**src/rtl/mem_arbiter.sv**
```systemverilog
// N-master to 1-slave arbiter for the valid/ready memory handshake (round-robin or fixed priority).
// Optional macro MEM_ARB_TIMEOUT_EN adds a BUSY watchdog that aborts with err and 0xDEADBEEF read data.
module mem_arbiter #(
  parameter int NM       = 3,
  parameter int AW       = 32,
  parameter int DW       = 32,
  parameter int ARB_MODE = 0,
  parameter int TIMEOUT  = 255
) (
  input  logic               clk,
  input  logic               resetn,
  input  logic [NM-1:0]      m_valid,
  output logic [NM-1:0]      m_ready,
  input  logic [NM*AW-1:0]   m_addr,
  input  logic [NM*DW/8-1:0] m_wmask,
  input  logic [NM*DW-1:0]   m_wdata,
  output logic [DW-1:0]      m_rdata,
  output logic               s_valid,
  input  logic               s_ready,
  output logic [AW-1:0]      s_addr,
  output logic [DW/8-1:0]    s_wmask,
  output logic [DW-1:0]      s_wdata,
  input  logic [DW-1:0]      s_rdata,
  output logic               err
);

  localparam int GW = $clog2(NM);
  localparam int BW = DW / 8;

  if (NM < 2 || NM > 8 || DW % 8 != 0 || TIMEOUT < 1 || TIMEOUT > 65535) begin : g_bad_param
    $error("mem_arbiter: parameter out of range");
  end

  // Handshake: a master raises m_valid and holds it until its one-cycle m_ready
  // pulse; the slave sees s_valid for the whole BUSY phase and answers with a
  // one-cycle s_ready, which completes the transaction in that same cycle.
  typedef enum logic {IDLE, BUSY} state_t;

  state_t        state, state_nxt;
  logic [GW-1:0] grant, grant_nxt;
  logic [GW-1:0] ptr, ptr_nxt;
  logic [GW-1:0] winner;
  logic [GW:0]   rr_idx;
  logic          found;
  logic          done;
  logic          timeout_hit;
  logic          finish;

  always_comb begin
    winner = '0;
    found  = 1'b0;
    rr_idx = '0;
    if (ARB_MODE == 1) begin
      for (int i = NM - 1; i >= 0; i--) begin
        if (m_valid[GW'(i)]) winner = GW'(i);
      end
    end else begin
      // Wrap by explicit compare so non power-of-two NM never aliases.
      for (int k = 0; k < NM; k++) begin
        rr_idx = {1'b0, ptr} + (GW+1)'(k);
        if (rr_idx >= (GW+1)'(NM)) rr_idx = rr_idx - (GW+1)'(NM);
        if (!found && m_valid[rr_idx[GW-1:0]]) begin
          winner = rr_idx[GW-1:0];
          found  = 1'b1;
        end
      end
    end
  end

  assign s_valid = (state == BUSY);
  assign done    = s_valid && s_ready;
  assign finish  = done || timeout_hit;

`ifdef MEM_ARB_TIMEOUT_EN
  logic [15:0] timer;

  always_ff @(posedge clk or negedge resetn) begin
    if (!resetn) begin
      timer <= '0;
    end else if (state == IDLE) begin
      timer <= '0;
    end else begin
      timer <= timer + 16'd1;
    end
  end

  // Timer reads 0 in the first BUSY cycle, so TIMEOUT-1 marks the TIMEOUT-th cycle.
  assign timeout_hit = s_valid && !s_ready && (timer == 16'(TIMEOUT - 1));
`else
  assign timeout_hit = 1'b0;
`endif

  assign err = timeout_hit;

  always_comb begin
    m_ready = '0;
    if (finish) m_ready[grant] = 1'b1;
  end

  assign m_rdata = timeout_hit ? {(DW/32){32'hDEADBEEF}} : s_rdata;
  assign s_addr  = m_addr[int'(grant)*AW +: AW];
  assign s_wdata = m_wdata[int'(grant)*DW +: DW];
  assign s_wmask = s_valid ? m_wmask[int'(grant)*BW +: BW] : '0;

  always_comb begin
    state_nxt = state;
    grant_nxt = grant;
    ptr_nxt   = ptr;
    case (state)
      IDLE: begin
        if (|m_valid) begin
          grant_nxt = winner;
          state_nxt = BUSY;
        end
      end
      BUSY: begin
        if (finish) begin
          ptr_nxt   = (grant == GW'(NM - 1)) ? '0 : grant + 1'b1;
          state_nxt = IDLE;
        end
      end
      default: state_nxt = IDLE;
    endcase
  end

  always_ff @(posedge clk or negedge resetn) begin
    if (!resetn) begin
      state <= IDLE;
      grant <= '0;
      ptr   <= '0;
    end else begin
      state <= state_nxt;
      grant <= grant_nxt;
      ptr   <= ptr_nxt;
    end
  end

endmodule
```
**config.mk**
```make
export PLATFORM = sky130hd
export DESIGN_NAME = mem_arbiter
export DESIGN_NICKNAME = d
export VERILOG_FILES = /design/src/rtl/mem_arbiter.sv
export SDC_FILE = /design/constraint.sdc
export NUM_CORES = 1
export LEC_CHECK = 0
export CAP_MARGIN = 20
export CORE_AREA = 2 2 136 138
export DETAILED_ROUTE_END_ITERATION = 16
export DIE_AREA = 0 0 138 140
export GPL_ROUTABILITY_DRIVEN = 0
export HOLD_SLACK_MARGIN = 0.06
export PLACE_DENSITY = 0.59
export SLEW_MARGIN = 20
export SYNTH_ARGS = -nofsm -noshare
export SYNTH_HDL_FRONTEND = slang
export SYNTH_SLANG_ARGS = --single-unit
```
**constraint.sdc**
```tcl
create_clock -name clk -period 2.5 [get_ports clk]
set_input_delay 0.5 -clock clk [delete_from_list [all_inputs] [get_ports clk]]
set_output_delay 0.5 -clock clk [all_outputs]
set_load 0.02 [all_outputs]
```
### Word-level counts from Yosys, hierarchy flattened

Cells that the tools add are included.

* flip-flop bits (word level): 5
* word-level logic and storage cells: 53
* input bits: 242
* output and inout bits: 105

* reductions and logical operators: 9
* $lt $le $gt $ge: 8
* eq/ne operators: 1
* shift-type cells: 3
* bitwise logic cells: 1
* muxes and demuxes: 22
* $add $sub $neg: 6

Operators with widths (number)
* 96-bit by 8-bit indexed part select with 32-bit output: 2
* 2-bit 2-to-1 mux: 7
* 2-bit by 3-bit < comparator with 1-bit output, second input constant: 4
* 12-bit by 5-bit indexed part select with 4-bit output: 1
* 1-bit 2-to-1 mux: 8
* 1-bit binary-select mux with 2-bit select: 3
* 3-bit by 2-bit >= comparator with 1-bit output, second input constant: 2
* 2-bit subtractor, second input constant: 3
* 1-bit logical AND: 4
* 4-bit 2-to-1 mux: 1
* 2-bit AND reduction: 2
* 2-bit by 1-bit adder with 3-bit output, second input constant: 1
* 2-bit by 2-bit adder with 3-bit output, second input constant: 1
* 3-bit 2-to-1 mux: 1
* 3-bit OR reduction: 1
* 2-bit by 1-bit adder with 2-bit output, second input constant: 1
* 1-bit demux with 2-bit select: 1
* 2-bit equality test, second input constant: 1
* 2-bit by 1-bit >= comparator with 1-bit output, second input constant: 1
* 2-bit >= comparator, second input constant: 1
* 1-bit logical NOT: 2
* 1-bit one-hot mux with 2 select lines: 1
* 1-bit inverter: 1

### Depth between registers and ports, before layout

* depth after elaboration: 11
* depth in mapped cells: 7
* mapped depth without buffers: 6

### Worst setup path before layout

Ideal clock, no wire load.

* kind: register to output
* start: register grant[1]
* end: output port s_wdata[10]
* slack: 0.521 ns
* required time: 2.000 ns
* buffers on the path: 2
* cell stages (with the launch flop): 5
* arrival time: 1.479 ns
* cell sequence: dfrtp_1 buf_2 buf_1 mux2i_1 o21ai_0

* longest elaborated chain between the ends: 1

Ends and longest elaborated chain
* start: declaration: line 40 `logic [GW-1:0] grant, grant_nxt;`
* start signal: assignment: line 133 `grant <= grant_nxt;`
* 96-bit by 8-bit indexed part select with 32-bit output: line 102 `assign s_wdata = m_wdata[int'(grant)*DW +: DW];`
* end: declaration: line 22 `output logic [DW-1:0] s_wdata,`

No other way between the ends.

### Worst setup path in the final report

* start: register grant[1]
* end: output port s_wdata[15]

The elaborated chain is that of the path after synthesis.

==> impl_metrics.env <==
export IMPL_status="complete, no violations"
export IMPL_hold_class="in2async"
export IMPL_peakVddDrop_v=0.000503
export IMPL_finalSetupViolations=0
export IMPL_core_area_um2=17800
export IMPL_cts_tree="yes"
export IMPL_dp_cells=776
export IMPL_p_total_mw=4.44
export IMPL_drc=0
export IMPL_fin_cells=781
export IMPL_port_buffers=281
export IMPL_syn_inst=311
export IMPL_ctsResizeCount=18
export IMPL_rsz0062_at_grt="yes"
export IMPL_cellPowerDensity_nw_per_um2=868
export IMPL_clk_pin_slew_ns=0.03
export IMPL_routed_wl_um=11700
export IMPL_dpl_hpwl_um=9650
export IMPL_htreeDepth=1
export IMPL_dr_total_vias=3025
export IMPL_syn_num_nets=556
export IMPL_synth_area_top_cells="mux2i_1, o21ai_0, nand2_1, buf_4, dfrtp_1"
export IMPL_ctsHoldBuffers=0
export IMPL_antenna_found_initial=1
export IMPL_start_util_pct=11.6
export IMPL_drv_slew=0
export IMPL_finalCoreUtilization_pct=28.8
export IMPL_wire_per_inst_um=15.0
export IMPL_cp_required_ns=2.00
export IMPL_synth_cell_types=28
export IMPL_whs_ns=0.503
export IMPL_dieHeight_um=140
export IMPL_dieWidth_um=138
export IMPL_grt_util_all_layers_pct=11.2
export IMPL_cap_violations=0
export IMPL_num_nets_final=797
export IMPL_io_pins=347
export IMPL_cp_max_fo=21
export IMPL_final_common_cell="clkdlybuf4s50_1"
export IMPL_drtAntennaViolNets=0
export IMPL_cts_root_buf="clkbuf_16"
export IMPL_clock_latency_ns=0.23
export IMPL_drive_gt1_share_pct=4.36
export IMPL_n_fill_cell=1906
export IMPL_seq_area_frac_synth_pct=6.05
export IMPL_initialDrtViolationCount=79
export IMPL_area_growth_pct=147
export IMPL_finalHoldViolations=0
export IMPL_synth_top_cell_area_share_pct=34.4
export IMPL_slew_headroom_pct=63.3
export IMPL_ys_ff_latch=5
export IMPL_period_share_pct=98.2
export IMPL_synth_area_per_cell_um2=6.65
export IMPL_synth_yosys_warnings=0
export IMPL_vias_per_cell=3.87
export IMPL_worst_slack_ns=0.0444
export IMPL_cts_buffers=3
export IMPL_fp_row_count=49
export IMPL_grt_pass1_vias=3026
export IMPL_critPathArrivalTime_ns=1.96
export IMPL_grt_max_degree=47
export IMPL_cp_start_kind="flip-flop"
export IMPL_layout_common_cells="clkdlybuf4s50_1, o21ai_0, nand2_1, mux2i_1, dlymetal6s2s_1"
export IMPL_die_area_um2=19300
export IMPL_yosys_area_top_type="mux2i_1"
export IMPL_netlist_area_um2=2070
export IMPL_cts_buffer_depth=2
export IMPL_critical_path_class="reg2out"
export IMPL_firstDrtPassIters=4
export IMPL_post_cts_buffers=0
export IMPL_timing_fmax_ghz=0.407
export IMPL_p_leak_nw=2.16
export IMPL_overflow=0
export IMPL_skew_ns=0.00140
export IMPL_worst_pin_slew_ns=0.546
export IMPL_fin_crit_ns=2.46
export IMPL_clock_sinks=5
export IMPL_grt_pass1_wl_um=17500
export IMPL_critPathCaptureType="output pin"
export IMPL_place_ws_ns=-0.0119
## metrics by stage
step | instance area (um2) | setup TNS (ns)
5_1_grt | 5110 | -0.144
3_5_place_dp | 4980 | -0.0119
6_report | 5120 | 0
4_1_cts | 5040 | 0
3_3_place_gp | 4980 | -0.0107
2_1_floorplan | 2070 | 0
## sequential cells by signal, summed over array words and instances, names as in the netlist
register and flops:
grant 2, ptr 2, s_valid 1
## worst paths after layout
kind | start | to | slack [ns] | cells past startpoint
max | grant[1] | s_wdata[15] | 0.04 | 4
min | resetn | grant[1] | 0.50 | 1
max in group asynchronous | resetn | grant[1] | 1.77 | 1
max reg2reg | ptr[0] | grant[0] | 0.58 | 6
min in group clk | ptr[1] | ptr[1] | 0.51 | 1
min reg2reg | ptr[1] | ptr[1] | 0.51 | 1
## cell families after synthesis
kind of cell / after synthesis / share of synthesized area (%)
other: 1 / 0.181
buffers and inverters: 62 / 18.3
DFF: 5 / 6.05
and+or+nand+nor: 87 / 17.7
muxes: 71 / 34.4
AOI/OAI and AO/OA: 82 / 21.7
adders and majority gates: 3 / 1.82
## cells in the mapped netlist (all sizes together)
library cell  number
buf               46
o21ai             72
o41ai              1
and3               2
nor2b              2
nor3b              1
a31oi              1
o211ai             1
and2               4
clkbuf            13
a2bb2oi            1
nand2             71
o221ai             1
mux2i             71
o31a               1
nand3b             1
dfrtp              5
ha                 3
a21o               2
inv                3
conb               1
nor3               3
a211oi             1
nand2b             3
a22o               1
## worst max-delay path: stages (launching register included)
cell             delay (ns)
dfrtp_4                0.50
buf_6                  0.20
mux2i_1                0.14
o21ai_0                0.21
clkdlybuf4s50_1        0.65
## routing by layer
metal	track usage, %	up-vias	part of all wire, %
met4	1.40	0	0.83
met1	12.8	1310	39
met2	19.9	174	50
li1	-	1526	-
met5	0	-	0
met3	4.92	15	11
## layout make-up
type | count | area [um2] | area share [%]
Timing Repair Buffer | 295 | 3030 | 59.2
Multi-Input combinational cell | 244 | 1580 | 30.8
Tap cell | 229 | 287 | 5.60
Sequential cell | 5 | 130 | 2.54
Clock buffer | 4 | 78.8 | 1.54
Inverter | 3 | 11.3 | 0.220
Antenna cell | 1 | 2.50 | 0.0489
## where the power goes
group	switching [mW]	internal [mW]
combinational	2.10	1.92
clock	0.0522	0.211
sequential	0.0372	0.119
total	2.19	2.25
(Power assumes the default switching activity.)
==> patch (same flow settings) <==
Build with the macro `MEM_ARB_TIMEOUT_EN` defined.
--- a/src/rtl/mem_arbiter.sv
+++ b/src/rtl/mem_arbiter.sv
@@ -1,5 +1,7 @@
 // N-master to 1-slave arbiter for the valid/ready memory handshake (round-robin or fixed priority).
 // Optional macro MEM_ARB_TIMEOUT_EN adds a BUSY watchdog that aborts with err and 0xDEADBEEF read data.
+`define MEM_ARB_TIMEOUT_EN
+
 module mem_arbiter #(
   parameter int NM       = 3,
   parameter int AW       = 32,
Behaviour: no difference found for any inputs over 4 cycles, from zero or initial values and one cycle with resetn low; that may be too few to reach the edited logic, so the function may still have changed.
==> patch against the original RTL <==
Cell area rose by 32%; total power is 1.3% lower; sequential cell count rose by 16; worst setup slack better by 18 ps; core utilization increased by 9.2 points; via count is 36% higher; area after synthesis increased by 36%; routed wire length rose by 36%; critical endpoint is now s_addr[27].
==> patch: results (changes against the original RTL) <==
** Outcome
- The run finished with clean final reports.

** Finish
- The count of buffers not belonging to the clock network in the layout came to 376 (+27%).
- Post-layout nets :: 993 (+25%)
- Fill cell total of the finished layout :: 1901 (-0.26%)
- The sequential share of cell area was 7.862% (+5.3 points).
- The multi-input combinational cell area came to 2198 sq um (+39%).
- Count of multi-input gates :: 337 (+38%)
- The clock distribution area overhead in the final layout came to 1.187% (-0.35 points).

** Synth
- The post-synthesis sequential area ratio came to 18.63% (+13 points).
- The synthesized-area fraction occupied by adder cells is 2.218% (+0.40 points).
- The XOR/XNOR share of the synthesized area came to 2.795% (+2.8 points).
- The fraction of the mapped netlist area in compound gates was 16.37% (-5.3 points).
- The total nets after synthesis is 638 (+15%).

** Clock tree
- The clock latency on the worst-skew pair came to 250 ps (+20 ps).
- The clock edge transition at the registers on the reported setup and hold paths was 60 ps (+30 ps).
- The count of cells resized by post-cts repair came to 185 (+167).
- The buffer count from post-CTS setup fixing was 4 (+4).

** Routing
- Met3 layer wire length in the routed design :: 989 um (-24%)
- The met2 routed wirelength came to 7994 um (+37%).
- Wire length the detailed router placed on met1 :: 6822 um (+51%)
- Post-DR vias/cell :: 4.213 (+8.8%)

** Pwr
- Sequential fraction of design power :: 10.3% (+6.8 points)
- Net switching component of the power :: 2136 uW (-2.6%)
- Gate power share :: 82.1% (-8.5 points)

** Global routing
- The total global routing track utilization came to 15.53% (+4.3 points).
- The maximum number of pins on one net before global-route repair is 48 (+2.1%).
- Wire length of the first global-routing pass :: 24440 um (+40%)
- The number of antenna violations at the first check in global routing came to 0 (-1).

** Critical path
- CP Max Fanout :: 29 (+38%)
- The worst register-to-register path ends at ptr[1].

** Placement
- Total half-perimeter wirelength after legalization and detailed placement :: 12810 um (+33%)
[patch: per-layer routing]
| layer | vias up | track usage [%] |
|---|---|---|
| li1 | 2080 | - |
| met4 | 0 | 1.557 |
| met2 | 165 | 27.75 |
| met1 | 1846 | 19.71 |
| met5 | - | 0 |
| met3 | 12 | 3.658 |
[patch: worst max-delay path by stage]
stage,to,slack (ps),cells after the start
after floorplan,m_rdata[10],430,7
after global placement,m_rdata[20],-520,6
after detailed placement,m_rdata[22],-540,6
after CTS,m_rdata[5],1,8
after global routing,m_ready[2],-40,9
final,s_addr[27],60,4
[patch: critical path: stages (launching register included)]
cell	delay, ps
sky130_fd_sc_hd__dfrtp_4	520
sky130_fd_sc_hd__buf_12	190
sky130_fd_sc_hd__mux2i_1	150
sky130_fd_sc_hd__o21ai_0	150
sky130_fd_sc_hd__clkdlybuf4s50_1	650
[patch: per-stage QoR]
step	std cells	setup TNS [ps]
after floorplan	391	0
after global placement	963	-17580
after detailed placement	963	-18430
after CTS	974	0
after global routing	974	-71.79
final	974	0
